`src/rtl/router_ilck_tx.sv`:
```
// Credit-based link transmitter: buffers local flits in a small FIFO and
// forwards them one per cycle while the link is up and the receiver has
// buffer credits. Credits return as single-cycle pulses on credit_in.
module router_ilck_tx #(
  parameter int DATA_WIDTH = 32,
  parameter int CREDITS    = 4,
  parameter int FIFO_DEPTH = 4
) (
  input  logic                  clk,
  input  logic                  reset,
  input  logic                  in_valid,
  input  logic [DATA_WIDTH-1:0] in_data,
  output logic                  in_ready,
  input  logic                  link_up,
  input  logic                  credit_in,
  output logic                  link_valid,
  output logic [DATA_WIDTH-1:0] link_data,
  output logic [3:0]            credit_cnt,
  output logic                  credit_err
);

  localparam int AW = $clog2(FIFO_DEPTH);
  localparam int CW = AW + 1;
  localparam logic [3:0]    CRED_MAX = 4'(CREDITS);
  localparam logic [CW-1:0] DEPTH_C  = CW'(FIFO_DEPTH);

  typedef enum logic [1:0] {IDLE, RUN, STALL} state_t;

  state_t                state_q, state_d;
  logic [AW-1:0]         wr_ptr_q, wr_ptr_d;
  logic [AW-1:0]         rd_ptr_q, rd_ptr_d;
  logic [CW-1:0]         count_q, count_d;
  logic                  link_valid_q, link_valid_d;
  logic [DATA_WIDTH-1:0] link_data_q, link_data_d;
  logic [3:0]            credit_q, credit_d;
  logic                  err_q, err_d;
  logic [DATA_WIDTH-1:0] mem_q [FIFO_DEPTH];

  logic push, send;

  // Handshake and send qualification, all from registered state
  always_comb begin
    in_ready = (count_q != DEPTH_C);
    push     = in_valid && in_ready;
    send     = (count_q != '0) && (credit_q != '0) && link_up && (state_q == RUN);
  end

  // FIFO pointers, link register and credit accounting
  always_comb begin
    wr_ptr_d     = push ? wr_ptr_q + AW'(1) : wr_ptr_q;
    rd_ptr_d     = send ? rd_ptr_q + AW'(1) : rd_ptr_q;
    count_d      = count_q;
    if (push && !send) count_d = count_q + CW'(1);
    if (!push && send) count_d = count_q - CW'(1);
    link_valid_d = send;
    link_data_d  = send ? mem_q[rd_ptr_q] : link_data_q;
    credit_d     = credit_q;
    err_d        = err_q;
    if (send && !credit_in) begin
      credit_d = credit_q - 4'd1;
    end else if (!send && credit_in) begin
      // A return beyond the reset grant means the receiver lost track; saturate and flag
      if (credit_q == CRED_MAX) err_d = 1'b1;
      else                      credit_d = credit_q + 4'd1;
    end
  end

  // Link state machine next-state
  always_comb begin
    state_d = state_q;
    if (!link_up) begin
      state_d = IDLE;
    end else begin
      case (state_q)
        IDLE:    state_d = RUN;
        RUN:     if (credit_d == '0 && count_d != '0) state_d = STALL;
        STALL:   if (credit_in) state_d = RUN;
        default: state_d = IDLE;
      endcase
    end
  end

  // State registers; reset discards all buffered flits
  always_ff @(posedge clk or negedge reset) begin
    if (!reset) begin
      state_q      <= IDLE;
      wr_ptr_q     <= '0;
      rd_ptr_q     <= '0;
      count_q      <= '0;
      link_valid_q <= 1'b0;
      link_data_q  <= '0;
      credit_q     <= CRED_MAX;
      err_q        <= 1'b0;
    end else begin
      state_q      <= state_d;
      wr_ptr_q     <= wr_ptr_d;
      rd_ptr_q     <= rd_ptr_d;
      count_q      <= count_d;
      link_valid_q <= link_valid_d;
      link_data_q  <= link_data_d;
      credit_q     <= credit_d;
      err_q        <= err_d;
    end
  end

  // Payload storage; contents are meaningless until written, so no reset
  always_ff @(posedge clk) begin
    if (push) mem_q[wr_ptr_q] <= in_data;
  end

  assign link_valid = link_valid_q;
  assign link_data  = link_data_q;
  assign credit_cnt = credit_q;
  assign credit_err = err_q;

endmodule

```
`config.mk`:
```
export PLATFORM = sky130hd
export DESIGN_NAME = router_ilck_tx
export DESIGN_NICKNAME = d
export VERILOG_FILES = /design/src/rtl/router_ilck_tx.sv
export SDC_FILE = /design/constraint.sdc
export NUM_CORES = 1
export LEC_CHECK = 0
export ABC_AREA = 1
export BUFFER_PORTS_ARGS = -buffer_cell sky130_fd_sc_hd__clkbuf_2
export CAP_MARGIN = 20
export CELL_PAD_IN_SITES_DETAIL_PLACEMENT = 0
export CELL_PAD_IN_SITES_GLOBAL_PLACEMENT = 1
export CORE_MARGIN = 5
export CORE_UTILIZATION = 47
export DETAILED_ROUTE_END_ITERATION = 16
export PLACE_DENSITY_LB_ADDON = 0.1
export SYNTH_ARGS = -nofsm -noshare
export SYNTH_HDL_FRONTEND = slang
export SYNTH_SLANG_ARGS = --single-unit
export TNS_END_PERCENT = 10
```
`constraint.sdc`:
```
create_clock -name clk -period 2.98 [get_ports clk]
set_input_delay 0.596 -clock clk [delete_from_list [all_inputs] [get_ports clk]]
set_output_delay 0.596 -clock clk [all_outputs]
set_load 0.01 [all_outputs]
```
[Yosys cells after proc, flatten, opt, wreduce, memory -nomap -nowiden]
Memory sizes are Yosys's and may differ from the RTL's. A register that Yosys moved wholly into a read port is not among the register bits.
Cells that the tools add are included.
Word-level totals
  register bits after elaboration: 15
  memory bits (writable): 128
  input bits: 37
  output and inout bits: 39
  logic and storage cells: 52
  memories kept: 1
Cells by class
  $add $sub $neg: 6
  equal/unequal tests: 6
  mux-type cells: 11
  bitwise gates (word level): 1
  reductions and logical operators: 20
Memories
  mem_q: words 4, bits a word 32, rd ports 1, clocked after memory_dff 1, write ports 1, line 37  | logic [DATA_WIDTH-1:0] mem_q [FIFO_DEPTH];
Operator list (count)
  2-to-1 mux 4 bit: 3
  logical AND 1 bit: 9
  2-to-1 mux 2 bit: 3
  2-to-1 mux 3 bit: 2
  inequality test 3 bit (second input constant): 2
  case mux 2 bit (3 select lines): 1
  nonzero test 3 bit: 2
  adder 2 x 1 -> 2 bit (second input constant): 2
  adder 4 x 1 -> 4 bit (second input constant): 1
  == test 4 x 3 -> 1 bit (second input constant): 1
  logical NOT 1 bit: 4
  logical NOT 4 bit: 1
  nonzero test 4 bit: 1
  subtractor 4 x 1 -> 4 bit (second input constant): 1
  adder 3 x 1 -> 3 bit (second input constant): 1
  inequality test 3 x 2 -> 1 bit (second input constant): 1
  AND reduction 3 bit: 1
  subtractor 3 x 1 -> 3 bit (second input constant): 1
  == test 2 x 1 -> 1 bit (second input constant): 1
  == test 2 bit (second input constant): 1
  logical NOT 2 bit: 1
  2-to-1 mux 1 bit: 2
  AND reduction 2 bit: 1
  NOT 1 bit: 1

[Longest topological paths before layout]
  depth after elaboration: 13
  mapped depth: 15
  depth with buffers taken out: 15

[Worst setup path after synthesis]
Ideal clock, no wire load.
  path kind: register to register
  from: register count_q[0]
  to: memory mem_q[0][0], enable pin
  setup time: 0.421 ns
  arrival: 2.247 ns
  data required time: 2.559 ns
  setup slack: 0.312 ns
  cell stages (with the launch flop): 6
  buffers on the path: 0
  clock period less this slack: 2.668 ns
  cell sequence: dfrtp_1 > inv_1 > ha_1 > nand2_1 > nand2_2 > nor2_1
On the way
  cells in the longest elaborated chain, start to end: 4
Ends and longest elaborated chain
  from (decl): line 32  | logic [CW-1:0] count_q, count_d;
  from (signal assigned): line 98  | count_q <= count_d;
  inequality test 3 bit: line 43  | in_ready = (count_q != DEPTH_C);
  named net in_ready: line 13  | output logic in_ready,
  logical AND 1 bit: line 44  | push = in_valid && in_ready;
  2-to-1 mux 1 bit: line 108  | if (push) mem_q[wr_ptr_q] <= in_data;
  2-to-1 mux 1 bit (not written as such): line 108
  to (decl): line 37
The timed path passes the listed nets, and every way through them passes these cells.

[Final worst setup path]
  from: register count_q[0]
  to: memory mem_q[3][7], enable pin
On the way
  cells in the longest elaborated chain, start to end: 4
Ends and longest elaborated chain (line)
  inequality test 3 bit: 43
  logical AND 1 bit: 44
  2-to-1 mux 1 bit: 108
  2-to-1 mux 1 bit (not written as such): 108
No other way between the ends.

==> metrics.txt <==
# TYPE chip_impl_metric gauge
chip_impl_info{name="outcome",value="completed"} 1
chip_impl_metric{name="flow.area_growth_from_synthesis",unit="%"} 17.5
chip_impl_metric{name="global_route.overflow_total",unit=""} 0
chip_impl_metric{name="crit_path_max_fanout",unit=""} 17
chip_impl_metric{name="synth_nets",unit=""} 622
chip_impl_metric{name="period_minus_slack",unit="ns"} 2.19
chip_impl_metric{name="synth_area_per_cell",unit="um^2"} 12.0
chip_impl_metric{name="slew_viol_final",unit=""} 0
chip_impl_metric{name="mappedNetlistArea",unit="um^2"} 6930
chip_impl_metric{name="die-area",unit="um^2"} 17300
chip_impl_metric{name="fin_crit_sh",unit=""} 0.735
chip_impl_metric{name="ff_to_ff_path_depth",unit=""} 6
chip_impl_metric{name="yosys_warnings",unit=""} 0
chip_impl_metric{name="finalNetCount",unit=""} 696
chip_impl_info{name="rr_endpoint",value="mem_q[3][7]"} 1
chip_impl_metric{name="cts.path.max_buffers",unit=""} 2
chip_impl_metric{name="route.antenna.remaining_nets",unit=""} 0
chip_impl_info{name="timing_worst_setup_path_type",value="reg2reg"} 1
chip_impl_metric{name="route.detailed.vias_per_inst",unit=""} 5.10
chip_impl_info{name="rr_startpoint",value="count_q[0]"} 1
chip_impl_metric{name="powerDensity",unit="nW/um^2"} 1070
chip_impl_metric{name="maxCapViolations",unit=""} 0
chip_impl_metric{name="cts_inserted_buffers",unit=""} 17
chip_impl_metric{name="timing.slew.headroom",unit=""} 0.321
chip_impl_metric{name="timing.clock.skew",unit="ns"} 0.00919
chip_impl_metric{name="grt_first_pass_wirelength",unit="mm"} 22.5
chip_impl_metric{name="hold_violations",unit=""} 0
chip_impl_metric{name="port_buffers",unit=""} 75
chip_impl_metric{name="insertedDiodeCount",unit=""} 0
chip_impl_metric{name="yosysSeqAreaShare",unit=""} 0.725
chip_impl_metric{name="yosysUniqueCellTypes",unit=""} 31
chip_impl_metric{name="worstPathArrival",unit="ns"} 2.29
chip_impl_metric{name="clk-insertion-delay-late",unit="ns"} 0.42
chip_impl_metric{name="clock_tree.htree_level_count",unit=""} 4
chip_impl_metric{name="worstPathRequired",unit="ns"} 3.08
chip_impl_info{name="timing.hold.worst.class",value="in2async"} 1
chip_impl_metric{name="initial_utilization",unit=""} 0.478
chip_impl_metric{name="regToRegSetupSlack",unit="ns"} 0.79
chip_impl_metric{name="route.vias.total",unit=""} 4319
chip_impl_info{name="rsz0062_at_grt",value="false"} 1
chip_impl_metric{name="worst_ir_drop_vdd",unit="mV"} 0.638
chip_impl_metric{name="syn-instance-count",unit=""} 576
chip_impl_metric{name="clock_sink_total",unit=""} 175
chip_impl_info{name="cts_tree",value="done"} 1
chip_impl_metric{name="place_inst",unit=""} 815
chip_impl_metric{name="wl_per_cell",unit="um"} 16.3
chip_impl_metric{name="cts.reportedPaths.clkPinSlew",unit="ns"} 0.06
chip_impl_metric{name="ys_ff_latch",unit=""} 175
chip_impl_metric{name="post-route-drc-count",unit=""} 0
chip_impl_metric{name="final_layout_size_suffix_gt1_frac",unit=""} 0.210
chip_impl_metric{name="multi_input_comb_area",unit="um^2"} 1710
chip_impl_metric{name="total_leakage_power",unit="nW"} 3.15
chip_impl_metric{name="grt_antenna_before_repair",unit=""} 0
chip_impl_metric{name="final_cells",unit=""} 847
chip_impl_info{name="timing.critical_path.from_type",value="flop"} 1
chip_impl_metric{name="layout.filler_cells",unit=""} 1239
chip_impl_metric{name="cts.repair.resized",unit=""} 0
chip_impl_metric{name="routed_wirelength",unit="mm"} 13.8
chip_impl_metric{name="timing.setup.tns",unit="ns"} 0
chip_impl_metric{name="drt_first_pass_iters",unit=""} 4
chip_impl_metric{name="place_hpwl",unit="mm"} 8.08
chip_impl_metric{name="drtIter0Drc",unit=""} 239
chip_impl_metric{name="first_global_vias",unit=""} 4293
chip_impl_metric{name="std_cell_rows",unit=""} 44
chip_impl_metric{name="setup-violations-final",unit=""} 0
chip_impl_metric{name="worstMarginPinSlew",unit="ns"} 1.02
chip_impl_metric{name="globalplace.congestion",unit=""} 0.783
chip_impl_metric{name="core_area",unit="um^2"} 14500
chip_impl_metric{name="io-pin-count",unit=""} 76
chip_impl_metric{name="global_route.usage.total",unit=""} 0.165
chip_impl_info{name="cts_root_buf",value="sky130_fd_sc_hd__clkbuf_16"} 1
chip_impl_info{name="crit_path_end_kind",value="flop"} 1
chip_impl_metric{name="grt_start_max_net_pins",unit=""} 67
chip_impl_metric{name="fmax",unit="GHz"} 0.456
chip_impl_metric{name="die-height",unit="um"} 131
chip_impl_metric{name="cts_setup_buffers",unit=""} 0
chip_impl_metric{name="die_width",unit="um"} 131
chip_impl_metric{name="hold_buffers",unit=""} 0
chip_impl_metric{name="register_area",unit="um^2"} 5020
==> worst max path at each step <==
stage                    start  cells past startpoint           end
floorplan           count_q[0]                      5   mem_q[0][0]
global placement    count_q[0]                      6   mem_q[3][7]
detailed placement  count_q[0]                      6   mem_q[3][0]
CTS                 count_q[0]                      6  mem_q[3][12]
global route        count_q[0]                      6   mem_q[3][7]
finish              count_q[0]                      6   mem_q[3][7]
==> report_power, final <==
group	internal (W)	switching, W
combinational	0.000886	0.00180
clock	0.00149	0.000904
sequential	0.00332	0.000278
total	0.00570	0.00299
==> flip-flops by register name, summed over array words and instances (netlist names) <==
| register | cells |
|---|---|
| credit_err | 1 |
| count_q | 3 |
| credit_cnt | 4 |
| link_data | 32 |
| mem_q | 128 |
| state_q | 2 |
| wr_ptr_q | 2 |
| link_valid | 1 |
| rd_ptr_q | 2 |
==> per-stage QoR <==
step / util / power, W / area [um^2] / setup WS, ns / hold slack (ns)
global placement: 0.518 / 0.00634 / 7500 / 0.753 / 0.461
CTS: 0.562 / 0.00881 / 8140 / 0.743 / 0.161
detailed placement: 0.518 / 0.00640 / 7500 / 0.749 / 0.462
floorplan: - / 0.00548 / 6930 / 0.312 / 0.300
global route: 0.562 / 0.00931 / 8140 / 0.618 / 0.192
finish: 0.562 / 0.00868 / 8140 / 0.789 / 0.151
==> critical path, cell delays in order, from the launching register on <==
cell                      delay [ns]
sky130_fd_sc_hd__dfrtp_1        0.37
sky130_fd_sc_hd__inv_1          0.09
sky130_fd_sc_hd__ha_1           0.21
sky130_fd_sc_hd__nand2_1        0.10
sky130_fd_sc_hd__nand2_2        0.19
sky130_fd_sc_hd__nor2_4         0.52
sky130_fd_sc_hd__buf_4          0.39
==> layer usage <==
| layer | track usage | vias to the layer above | wire length, um |
|---|---|---|---|
| met5 | 0 | - | 0 |
| met4 | 0.0657 | 0 | 207 |
| met2 | 0.267 | 90 | 6760 |
| met3 | 0.0390 | 15 | 623 |
| met1 | 0.218 | 2073 | 6210 |
| li1 | - | 2141 | - |
==> final cells by class <==
type,count,share of cell area
Clock buffer,18,0.0527
Clock inverter,14,0.0263
Inverter,25,0.0115
Multi-Input combinational cell,347,0.210
Sequential cell,175,0.617
Tap cell,184,0.0283
Timing Repair Buffer,84,0.0544
==> cells in the mapped netlist <==
master | n | area, um^2
sky130_fd_sc_hd__nand3b_1 | 2 | 15.0
sky130_fd_sc_hd__nand2_4 | 3 | 33.8
sky130_fd_sc_hd__nand2_2 | 1 | 6.26
sky130_fd_sc_hd__nand3_2 | 5 | 50.1
sky130_fd_sc_hd__o21bai_1 | 1 | 7.51
sky130_fd_sc_hd__buf_2 | 9 | 45.0
sky130_fd_sc_hd__edfxtp_1 | 128 | 3840
sky130_fd_sc_hd__inv_2 | 4 | 15.0
sky130_fd_sc_hd__nor2_1 | 173 | 649
sky130_fd_sc_hd__nand4_1 | 1 | 6.26
sky130_fd_sc_hd__nor2_4 | 1 | 11.3
sky130_fd_sc_hd__buf_1 | 3 | 11.3
sky130_fd_sc_hd__xor2_1 | 3 | 26.3
sky130_fd_sc_hd__dfrtp_1 | 46 | 1150
sky130_fd_sc_hd__dfstp_2 | 1 | 26.3
sky130_fd_sc_hd__ha_1 | 9 | 113
sky130_fd_sc_hd__nor3_1 | 1 | 5.00
sky130_fd_sc_hd__nand3_1 | 13 | 65.1
sky130_fd_sc_hd__o21ai_0 | 65 | 325
sky130_fd_sc_hd__inv_1 | 21 | 78.8
sky130_fd_sc_hd__clkbuf_1 | 14 | 52.6
sky130_fd_sc_hd__o21ai_1 | 1 | 5.00
sky130_fd_sc_hd__o21bai_2 | 1 | 11.3
sky130_fd_sc_hd__clkbuf_2 | 1 | 5.00
sky130_fd_sc_hd__o211ai_1 | 1 | 7.51
sky130_fd_sc_hd__nand2_1 | 30 | 113
sky130_fd_sc_hd__buf_4 | 1 | 7.51
sky130_fd_sc_hd__buf_6 | 1 | 11.3
sky130_fd_sc_hd__a31oi_1 | 32 | 200
sky130_fd_sc_hd__nor2_2 | 3 | 18.8
sky130_fd_sc_hd__o21ai_2 | 1 | 8.76
==> layout by cell type, fill, tap and decap left out, types with 13 or more instances in the layout <==
| cell | instances |
|---|---|
| sky130_fd_sc_hd__inv_1 | 21 |
| sky130_fd_sc_hd__nand2_1 | 30 |
| sky130_fd_sc_hd__nand3_1 | 13 |
| sky130_fd_sc_hd__edfxtp_1 | 128 |
| sky130_fd_sc_hd__o21ai_0 | 65 |
| sky130_fd_sc_hd__a31oi_1 | 32 |
| sky130_fd_sc_hd__nor2_1 | 169 |
| sky130_fd_sc_hd__clkbuf_2 | 75 |
| sky130_fd_sc_hd__dfrtp_1 | 45 |
| sky130_fd_sc_hd__clkbuf_16 | 17 |
==> cells by family (layout without fill, tap and decap cells) <==
group / count (synthesis) / after routing / share of synthesized area
and+or+nand+nor: 233 / 233 / 0.141
AOI/OAI and AO/OA: 102 / 102 / 0.0817
adders and majority gates: 9 / 9 / 0.0163
buffers and inverters: 54 / 141 / 0.0327
DFF: 175 / 175 / 0.725
xor gates and xnor gates: 3 / 3 / 0.00379
Power figures use the tool's default switching activity.
